### src/rtl/ctrl_pkg.sv
// Shared constants and types for the ADC SPI sampler.
// Holds the FSM state encodings, the ADC frame geometry and the frame layout struct.
package ctrl_pkg;

  localparam int unsigned ADC_FRAME_BITS  = 16;
  localparam int unsigned ADC_LEAD_ZEROS  = 4;
  localparam int unsigned ADC_RESULT_BITS = 12;
  localparam int unsigned SAMPLE_WIDTH    = 8;
  localparam int unsigned STATE_W         = 3;

  localparam logic [STATE_W-1:0] ST_IDLE    = 3'd0;
  localparam logic [STATE_W-1:0] ST_SETUP   = 3'd1;
  localparam logic [STATE_W-1:0] ST_SCLK_LO = 3'd2;
  localparam logic [STATE_W-1:0] ST_SCLK_HI = 3'd3;
  localparam logic [STATE_W-1:0] ST_DONE    = 3'd4;

  // One received ADC frame, MSB first: leading zeros then the conversion result.
  typedef struct packed {
    logic [ADC_LEAD_ZEROS-1:0]  lead;
    logic [ADC_RESULT_BITS-1:0] result;
  } adc_frame_t;

endpackage

### src/rtl/adc_spi_sampler_if.sv
// Bundle between the sampler, the serial ADC and the downstream filter.
//   adc_sdo     : ADC serial data (async to clk)
//   adc_cs_n    : ADC chip select, active-low
//   adc_sclk    : SPI clock, idles high
//   measurement : latest 8-bit sample
//   valid       : one-cycle new-sample strobe
//   frame_err   : one-cycle leading-zero failure strobe
//   busy        : frame in progress
// master = sampler side, slave = ADC/filter side.
interface adc_spi_sampler_if;
  import ctrl_pkg::*;

  logic                    adc_sdo;
  logic                    adc_cs_n;
  logic                    adc_sclk;
  logic [SAMPLE_WIDTH-1:0] measurement;
  logic                    valid;
  logic                    frame_err;
  logic                    busy;

  modport master (
    input  adc_sdo,
    output adc_cs_n, adc_sclk, measurement, valid, frame_err, busy
  );

  modport slave (
    output adc_sdo,
    input  adc_cs_n, adc_sclk, measurement, valid, frame_err, busy
  );

endinterface

### src/rtl/sync_2ff.sv
// Two-flop synchronizer for asynchronous inputs, parameterizable width.
//   clk   : destination clock
//   rst_n : async active-low reset, clears both stages to 0
//   d     : asynchronous input
//   q     : synchronized output (two clk cycles of latency)
module sync_2ff #(
  parameter int unsigned WIDTH = 1
) (
  input  logic             clk,
  input  logic             rst_n,
  input  logic [WIDTH-1:0] d,
  output logic [WIDTH-1:0] q
);

  logic [WIDTH-1:0] meta;

  always_ff @(posedge clk or negedge rst_n) begin
    if (!rst_n) begin
      meta <= '0;
      q    <= '0;
    end else begin
      meta <= d;
      q    <= meta;
    end
  end

endmodule

### src/rtl/adc_spi_sampler.sv
// Periodic SPI master for a 12-bit serial ADC (16-clock frame, 4 leading zeros).
// Each frame becomes an 8-bit sample (result[11:4]) with a one-cycle valid strobe,
// or a one-cycle frame_err strobe when the leading zeros are not all zero.
//   clk    : system clock
//   rst    : async active-low reset
//   enable : sampling enable; a frame already started always completes
//   bus    : SPI pins and sample outputs (master modport)
module adc_spi_sampler
  import ctrl_pkg::*;
#(
  parameter int unsigned CLK_DIV       = 4,
  parameter int unsigned SAMPLE_PERIOD = 1000
) (
  input  logic              clk,
  input  logic              rst,
  input  logic              enable,
  adc_spi_sampler_if.master bus
);

  localparam int unsigned TIMER_W = $clog2(SAMPLE_PERIOD);
  localparam int unsigned HP_W    = (CLK_DIV > 1) ? $clog2(CLK_DIV) : 1;
  localparam int unsigned BIT_W   = $clog2(ADC_FRAME_BITS);

  if (CLK_DIV < 2) begin : g_chk_div
    $error("adc_spi_sampler: CLK_DIV must be at least 2");
  end
  if (SAMPLE_PERIOD < 33 * CLK_DIV + 2) begin : g_chk_period
    $error("adc_spi_sampler: SAMPLE_PERIOD must be at least 33*CLK_DIV+2");
  end

  logic [STATE_W-1:0]      state, state_nxt;
  logic [TIMER_W-1:0]      timer, timer_nxt;
  logic [HP_W-1:0]         hp_cnt, hp_nxt;
  logic [BIT_W-1:0]        bit_cnt, bit_nxt;
  adc_frame_t              shift, shift_nxt;
  logic [SAMPLE_WIDTH-1:0] meas_nxt;
  logic                    valid_nxt, ferr_nxt, cs_n_nxt, sclk_nxt, busy_nxt;
  logic                    sdo_sync, launch, half_done;

  sync_2ff #(.WIDTH(1)) u_sdo_sync (
    .clk   (clk),
    .rst_n (rst),
    .d     (bus.adc_sdo),
    .q     (sdo_sync)
  );

  // State, counters and registered outputs.
  always_ff @(posedge clk or negedge rst) begin
    if (!rst) begin
      state           <= ST_IDLE;
      timer           <= '0;
      hp_cnt          <= '0;
      bit_cnt         <= '0;
      shift           <= '0;
      bus.measurement <= '0;
      bus.valid       <= 1'b0;
      bus.frame_err   <= 1'b0;
      bus.adc_cs_n    <= 1'b1;
      bus.adc_sclk    <= 1'b1;
      bus.busy        <= 1'b0;
    end else begin
      state           <= state_nxt;
      timer           <= timer_nxt;
      hp_cnt          <= hp_nxt;
      bit_cnt         <= bit_nxt;
      shift           <= shift_nxt;
      bus.measurement <= meas_nxt;
      bus.valid       <= valid_nxt;
      bus.frame_err   <= ferr_nxt;
      bus.adc_cs_n    <= cs_n_nxt;
      bus.adc_sclk    <= sclk_nxt;
      bus.busy        <= busy_nxt;
    end
  end

  // Next-state logic; outputs are decoded from the next state so pins are glitch-free.
  always_comb begin
    state_nxt = state;
    hp_nxt    = hp_cnt;
    bit_nxt   = bit_cnt;
    shift_nxt = shift;
    meas_nxt  = bus.measurement;
    valid_nxt = 1'b0;
    ferr_nxt  = 1'b0;
    timer_nxt = '0;

    half_done = (hp_cnt == HP_W'(CLK_DIV - 1));
    launch    = (timer == '0) && enable && (state == ST_IDLE);

    // Free-running sample-period timer, parked at 0 while disabled.
    if (enable) begin
      timer_nxt = (timer == TIMER_W'(SAMPLE_PERIOD - 1)) ? '0 : timer + TIMER_W'(1);
    end

    case (state)
      ST_IDLE: begin
        if (launch) begin
          state_nxt = ST_SETUP;
          hp_nxt    = '0;
          bit_nxt   = '0;
        end
      end
      ST_SETUP: begin
        if (half_done) begin
          state_nxt = ST_SCLK_LO;
          hp_nxt    = '0;
        end else begin
          hp_nxt = hp_cnt + HP_W'(1);
        end
      end
      ST_SCLK_LO: begin
        if (half_done) begin
          state_nxt = ST_SCLK_HI;
          hp_nxt    = '0;
        end else begin
          hp_nxt = hp_cnt + HP_W'(1);
        end
      end
      ST_SCLK_HI: begin
        // Sample as late as possible in the high phase to cover the synchronizer delay.
        if (half_done) begin
          shift_nxt = adc_frame_t'({shift[ADC_FRAME_BITS-2:0], sdo_sync});
          hp_nxt    = '0;
          if (bit_cnt == BIT_W'(ADC_FRAME_BITS - 1)) begin
            state_nxt = ST_DONE;
          end else begin
            bit_nxt   = bit_cnt + BIT_W'(1);
            state_nxt = ST_SCLK_LO;
          end
        end else begin
          hp_nxt = hp_cnt + HP_W'(1);
        end
      end
      ST_DONE: begin
        state_nxt = ST_IDLE;
      end
      default: begin
        state_nxt = ST_IDLE;
      end
    endcase

    // Result is judged on entry to DONE so the strobe lines up with the DONE cycle.
    if (state_nxt == ST_DONE) begin
      if (shift_nxt.lead == '0) begin
        meas_nxt  = shift_nxt.result[ADC_RESULT_BITS-1 -: SAMPLE_WIDTH];
        valid_nxt = 1'b1;
      end else begin
        ferr_nxt = 1'b1;
      end
    end

    cs_n_nxt = (state_nxt == ST_IDLE) || (state_nxt == ST_DONE);
    sclk_nxt = (state_nxt != ST_SCLK_LO);
    busy_nxt = (state_nxt != ST_IDLE);
  end

endmodule
### src/flat_wrapper.sv
// flat-port wrapper written by rule: the top's interface ports become plain ports
module adc_spi_sampler_flat import ctrl_pkg::*;
#(
  parameter int unsigned CLK_DIV       = 4,
  parameter int unsigned SAMPLE_PERIOD = 1000
)
  (clk, rst, enable, bus_adc_sdo, bus_adc_cs_n, bus_adc_sclk, bus_measurement, bus_valid, bus_frame_err, bus_busy);
  adc_spi_sampler_if bus_i ();
  input  logic clk;
  input  logic rst;
  input  logic enable;
  input wire logic [$bits(bus_i.adc_sdo)-1:0] bus_adc_sdo;
  output wire logic [$bits(bus_i.adc_cs_n)-1:0] bus_adc_cs_n;
  output wire logic [$bits(bus_i.adc_sclk)-1:0] bus_adc_sclk;
  output wire logic [$bits(bus_i.measurement)-1:0] bus_measurement;
  output wire logic [$bits(bus_i.valid)-1:0] bus_valid;
  output wire logic [$bits(bus_i.frame_err)-1:0] bus_frame_err;
  output wire logic [$bits(bus_i.busy)-1:0] bus_busy;
  assign bus_i.adc_sdo = bus_adc_sdo;
  assign bus_adc_cs_n = bus_i.adc_cs_n;
  assign bus_adc_sclk = bus_i.adc_sclk;
  assign bus_measurement = bus_i.measurement;
  assign bus_valid = bus_i.valid;
  assign bus_frame_err = bus_i.frame_err;
  assign bus_busy = bus_i.busy;
  adc_spi_sampler #(.CLK_DIV(CLK_DIV), .SAMPLE_PERIOD(SAMPLE_PERIOD)) u_core (.clk(clk), .rst(rst), .enable(enable), .bus(bus_i));
endmodule
### config.mk
export PLATFORM = sky130hd
export DESIGN_NAME = adc_spi_sampler_flat
export DESIGN_NICKNAME = d
export VERILOG_FILES = /design/src/rtl/ctrl_pkg.sv /design/src/rtl/adc_spi_sampler_if.sv /design/src/rtl/sync_2ff.sv /design/src/rtl/adc_spi_sampler.sv /design/src/flat_wrapper.sv
export SDC_FILE = /design/constraint.sdc
export NUM_CORES = 1
export LEC_CHECK = 0
export CAP_MARGIN = 20
export CELL_PAD_IN_SITES_DETAIL_PLACEMENT = 1
export CELL_PAD_IN_SITES_GLOBAL_PLACEMENT = 1
export CORE_MARGIN = 5
export CORE_UTILIZATION = 42
export CTS_CLUSTER_DIAMETER = 200
export CTS_CLUSTER_SIZE = 40
export DETAILED_ROUTE_END_ITERATION = 8
export PLACE_DENSITY_LB_ADDON = 0.1
export SYNTH_ARGS = -nofsm -noshare
export SYNTH_HDL_FRONTEND = slang
export SYNTH_SLANG_ARGS = --single-unit
### constraint.sdc
create_clock -name clk -period 2.1 [get_ports clk]
set_input_delay 0.315 -clock clk [delete_from_list [all_inputs] [get_ports clk]]
set_output_delay 0.315 -clock clk [all_outputs]
set_load 0.05 [all_outputs]
==> impl_metrics.ini <==
[floorplanning]
std_cell_rows = 25
core_um2 = 4692
initial_core_util = 0.4323
die_h_um = 79.49
io_pins = 17
dieArea_um2 = 6319
die_width_um = 79.49

[logic_synthesis]
syn_area_um2 = 2028
netlist_instances = 160
synth_seq_area_share = 0.6058
synth.net_count = 168
avgSynthCellArea_um2 = 12.68
synth_cell_type_count = 32
ys_ff_latch = 49
yosysWarnings = 0

[sta]
relSlewSlack = 0.4715
finalWorstSetupSlack_ns = 0.1698
hold_violations = 0
worst_pin_slew_ns = 0.7928
setup_viol = 0
fmax_ghz = 0.5181
fin_crit_ns = 1.930
slew_viol_final = 0
clock_skew_ns = 0.008783
finalCritPeriodShare = 0.9191
totalNegativeSetupSlack_ns = 0
rsz0062_at_grt = false

[detailed_routing]
drtIter0Drc = 27
wl_per_cell_um = 15.24
dr_total_vias = 1265
drc_errors = 0
vias_per_cell = 5.249
routed_wl_mm = 3.672
detail-route-antenna-nets = 0
first_pass_iters = 4

[cells_and_area]
final_common_cell = dfrtp_1
syn_to_final_growth_pct = 19.56
final_cell_mix = dfrtp_1, mux2_2, nor2_1, clkdlybuf4s50_1, inv_1
nets = 194
n_antenna_cell = 0
layout-drive-gt1-share = 0.2353
stdcell_area_um2 = 2425

[power_and_ir_drop]
power.leakage_nw = 1.117
peakVddDrop_mv = 0.4431
p_per_area_nw_per_um2 = 1116

[clock_network]
cts.reportedPaths.clkPinSlew_ns = 0.09
cts_sinks = 49
cts-root-buf = clkbuf_8
clk_latency_ns = 0.30
htreeDepth = 2
cts_tree = done
cts_resized = 0
numCtsBuffers = 5
cts_hold_buf = 0
clock_path_buffers = 2
post_cts_buffers = 0

[critical_path]
arrival_ns = 1.62
end_kind = output port
path_class = register to output port
critical_path.startpoint_type = register
path_cells = clkdlybuf4s50_1
slowest_delay_ns = 0.79
cp_top_family = buffers and inverters
crit_slowest_cell = clkdlybuf4s50_1
crit_fanout = 1
critical_path_buf_inv_count = 1
cp.required_ns = 1.78

[global_route]
grt_pass1_vias = 1492
grt_pass1_wl_mm = 6.596
antenna_found_initial = 0
grt_max_degree = 37
gr-usage-all-layers = 0.1334
grt-ovfl-total = 0

[placement]
pre_cts_ws_ns = 0.08268
dp_hpwl_mm = 2.644
gp_congestion = 0.8150
port_buffers = 16
dpl_cell_area_um2 = 2291

[hold_path]
worstHoldPathType = input pin to asynchronous set/reset pin

[flow_run]
cap_violations = 0

[outcome]
status = completed
layer usage:
| layer | vias up | track usage | share of wire |
|---|---|---|---|
| li1 | 602 | - | - |
| met1 | 637 | 0.1473 | 0.44 |
| met2 | 19 | 0.2412 | 0.51 |
| met3 | 7 | 0.03837 | 0.037 |
| met4 | 0 | 0.04811 | 0.014 |
| met5 | - | 0 | 0 |
worst paths after layout:
path / startpoint / to / slack, ns / cells after the start
min in group clk: u_core.u_sdo_sync.meta / u_core.u_sdo_sync.q / 0.36 / 0
hold / removal: rst / u_core.timer[4] / 0.09 / 1
max in group asynchronous: rst / u_core.u_sdo_sync.q / 1.35 / 2
setup reg to reg: u_core.hp_cnt[0] / u_core.bus.measurement[0] / 0.18 / 6
hold reg to reg: u_core.u_sdo_sync.meta / u_core.u_sdo_sync.q / 0.36 / 0
setup / recovery: u_core.bus.adc_cs_n / bus_adc_cs_n / 0.17 / 1
sequential cells by signal (all words and copies together), names as in the netlist:
signal and cells:
u_core.bus.adc_sclk 1, u_core.hp_cnt 2, u_core.shift 15, u_core.bus.valid 1, u_core.u_sdo_sync.q 1, u_core.state 3
u_core.bus.frame_err 1, u_core.bus.busy 1, u_core.timer 10, u_core.bus.adc_cs_n 1, u_core.bus.measurement 8, u_core.u_sdo_sync.meta 1
u_core.bit_cnt 4
stage by stage:
step                cells  total power [mW]  hold slack [ns]    util
global placement      233             1.910           0.3345  0.4883
global route          241             2.872           0.1596  0.5168
CTS                   241             2.746           0.1196  0.5168
detailed placement    233             1.957           0.3403  0.4883
finish                241             2.706          0.08789  0.5168
floorplan             160             1.728          0.01941       -
cell type report:
class	count	area, um^2
clock inverters	3	65.06
inverters	7	26.28
well taps	54	67.56
clock buffers	5	68.82
flip-flops and latches	49	1229
multi-input cells	102	763.2
repair buffers	21	205.2
fillers	500	2267
power breakdown:
group / switching (mW) / total (mW) / internal (mW)
Sequential: 0.120 / 1.23 / 1.11
Combinational: 0.369 / 0.690 / 0.321
Clock: 0.308 / 0.781 / 0.473
logic make-up after synthesis:
family	synth area share
flops	0.6058
mux	0.1437
xor+xnor	0.03454
buf+inv	0.01789
fa+ha+maj	0.02468
simple gates	0.1425
compound gates	0.03085
synth_stat cells (all sizes together):
cell    number  area [um^2]
dfstp        2        52.55
mux2        25        281.5
or3          2        12.51
dfrtp       47         1176
nand4        3        18.77
nand2        6        22.52
nand3b       1        7.510
o21a         1        7.510
nand2b       2        12.51
and3         1        6.260
nor3         5        36.29
and2         5        32.53
nor3b        1        7.510
nand3        5        25.02
o21bai       1        7.510
xnor2        4        35.03
nand4b       1        8.760
or4          1        11.26
buf          2        10.01
ha           4        50.05
nor2b        1        6.260
a21oi        2        10.01
xor2         4        35.03
o21ai        5        25.02
nor2        17        63.81
o22ai        2        12.51
mux2i        1        10.01
nor4b        2        17.52
inv          7        26.28
No activity file was read; power rests on OpenSTA's default activity.
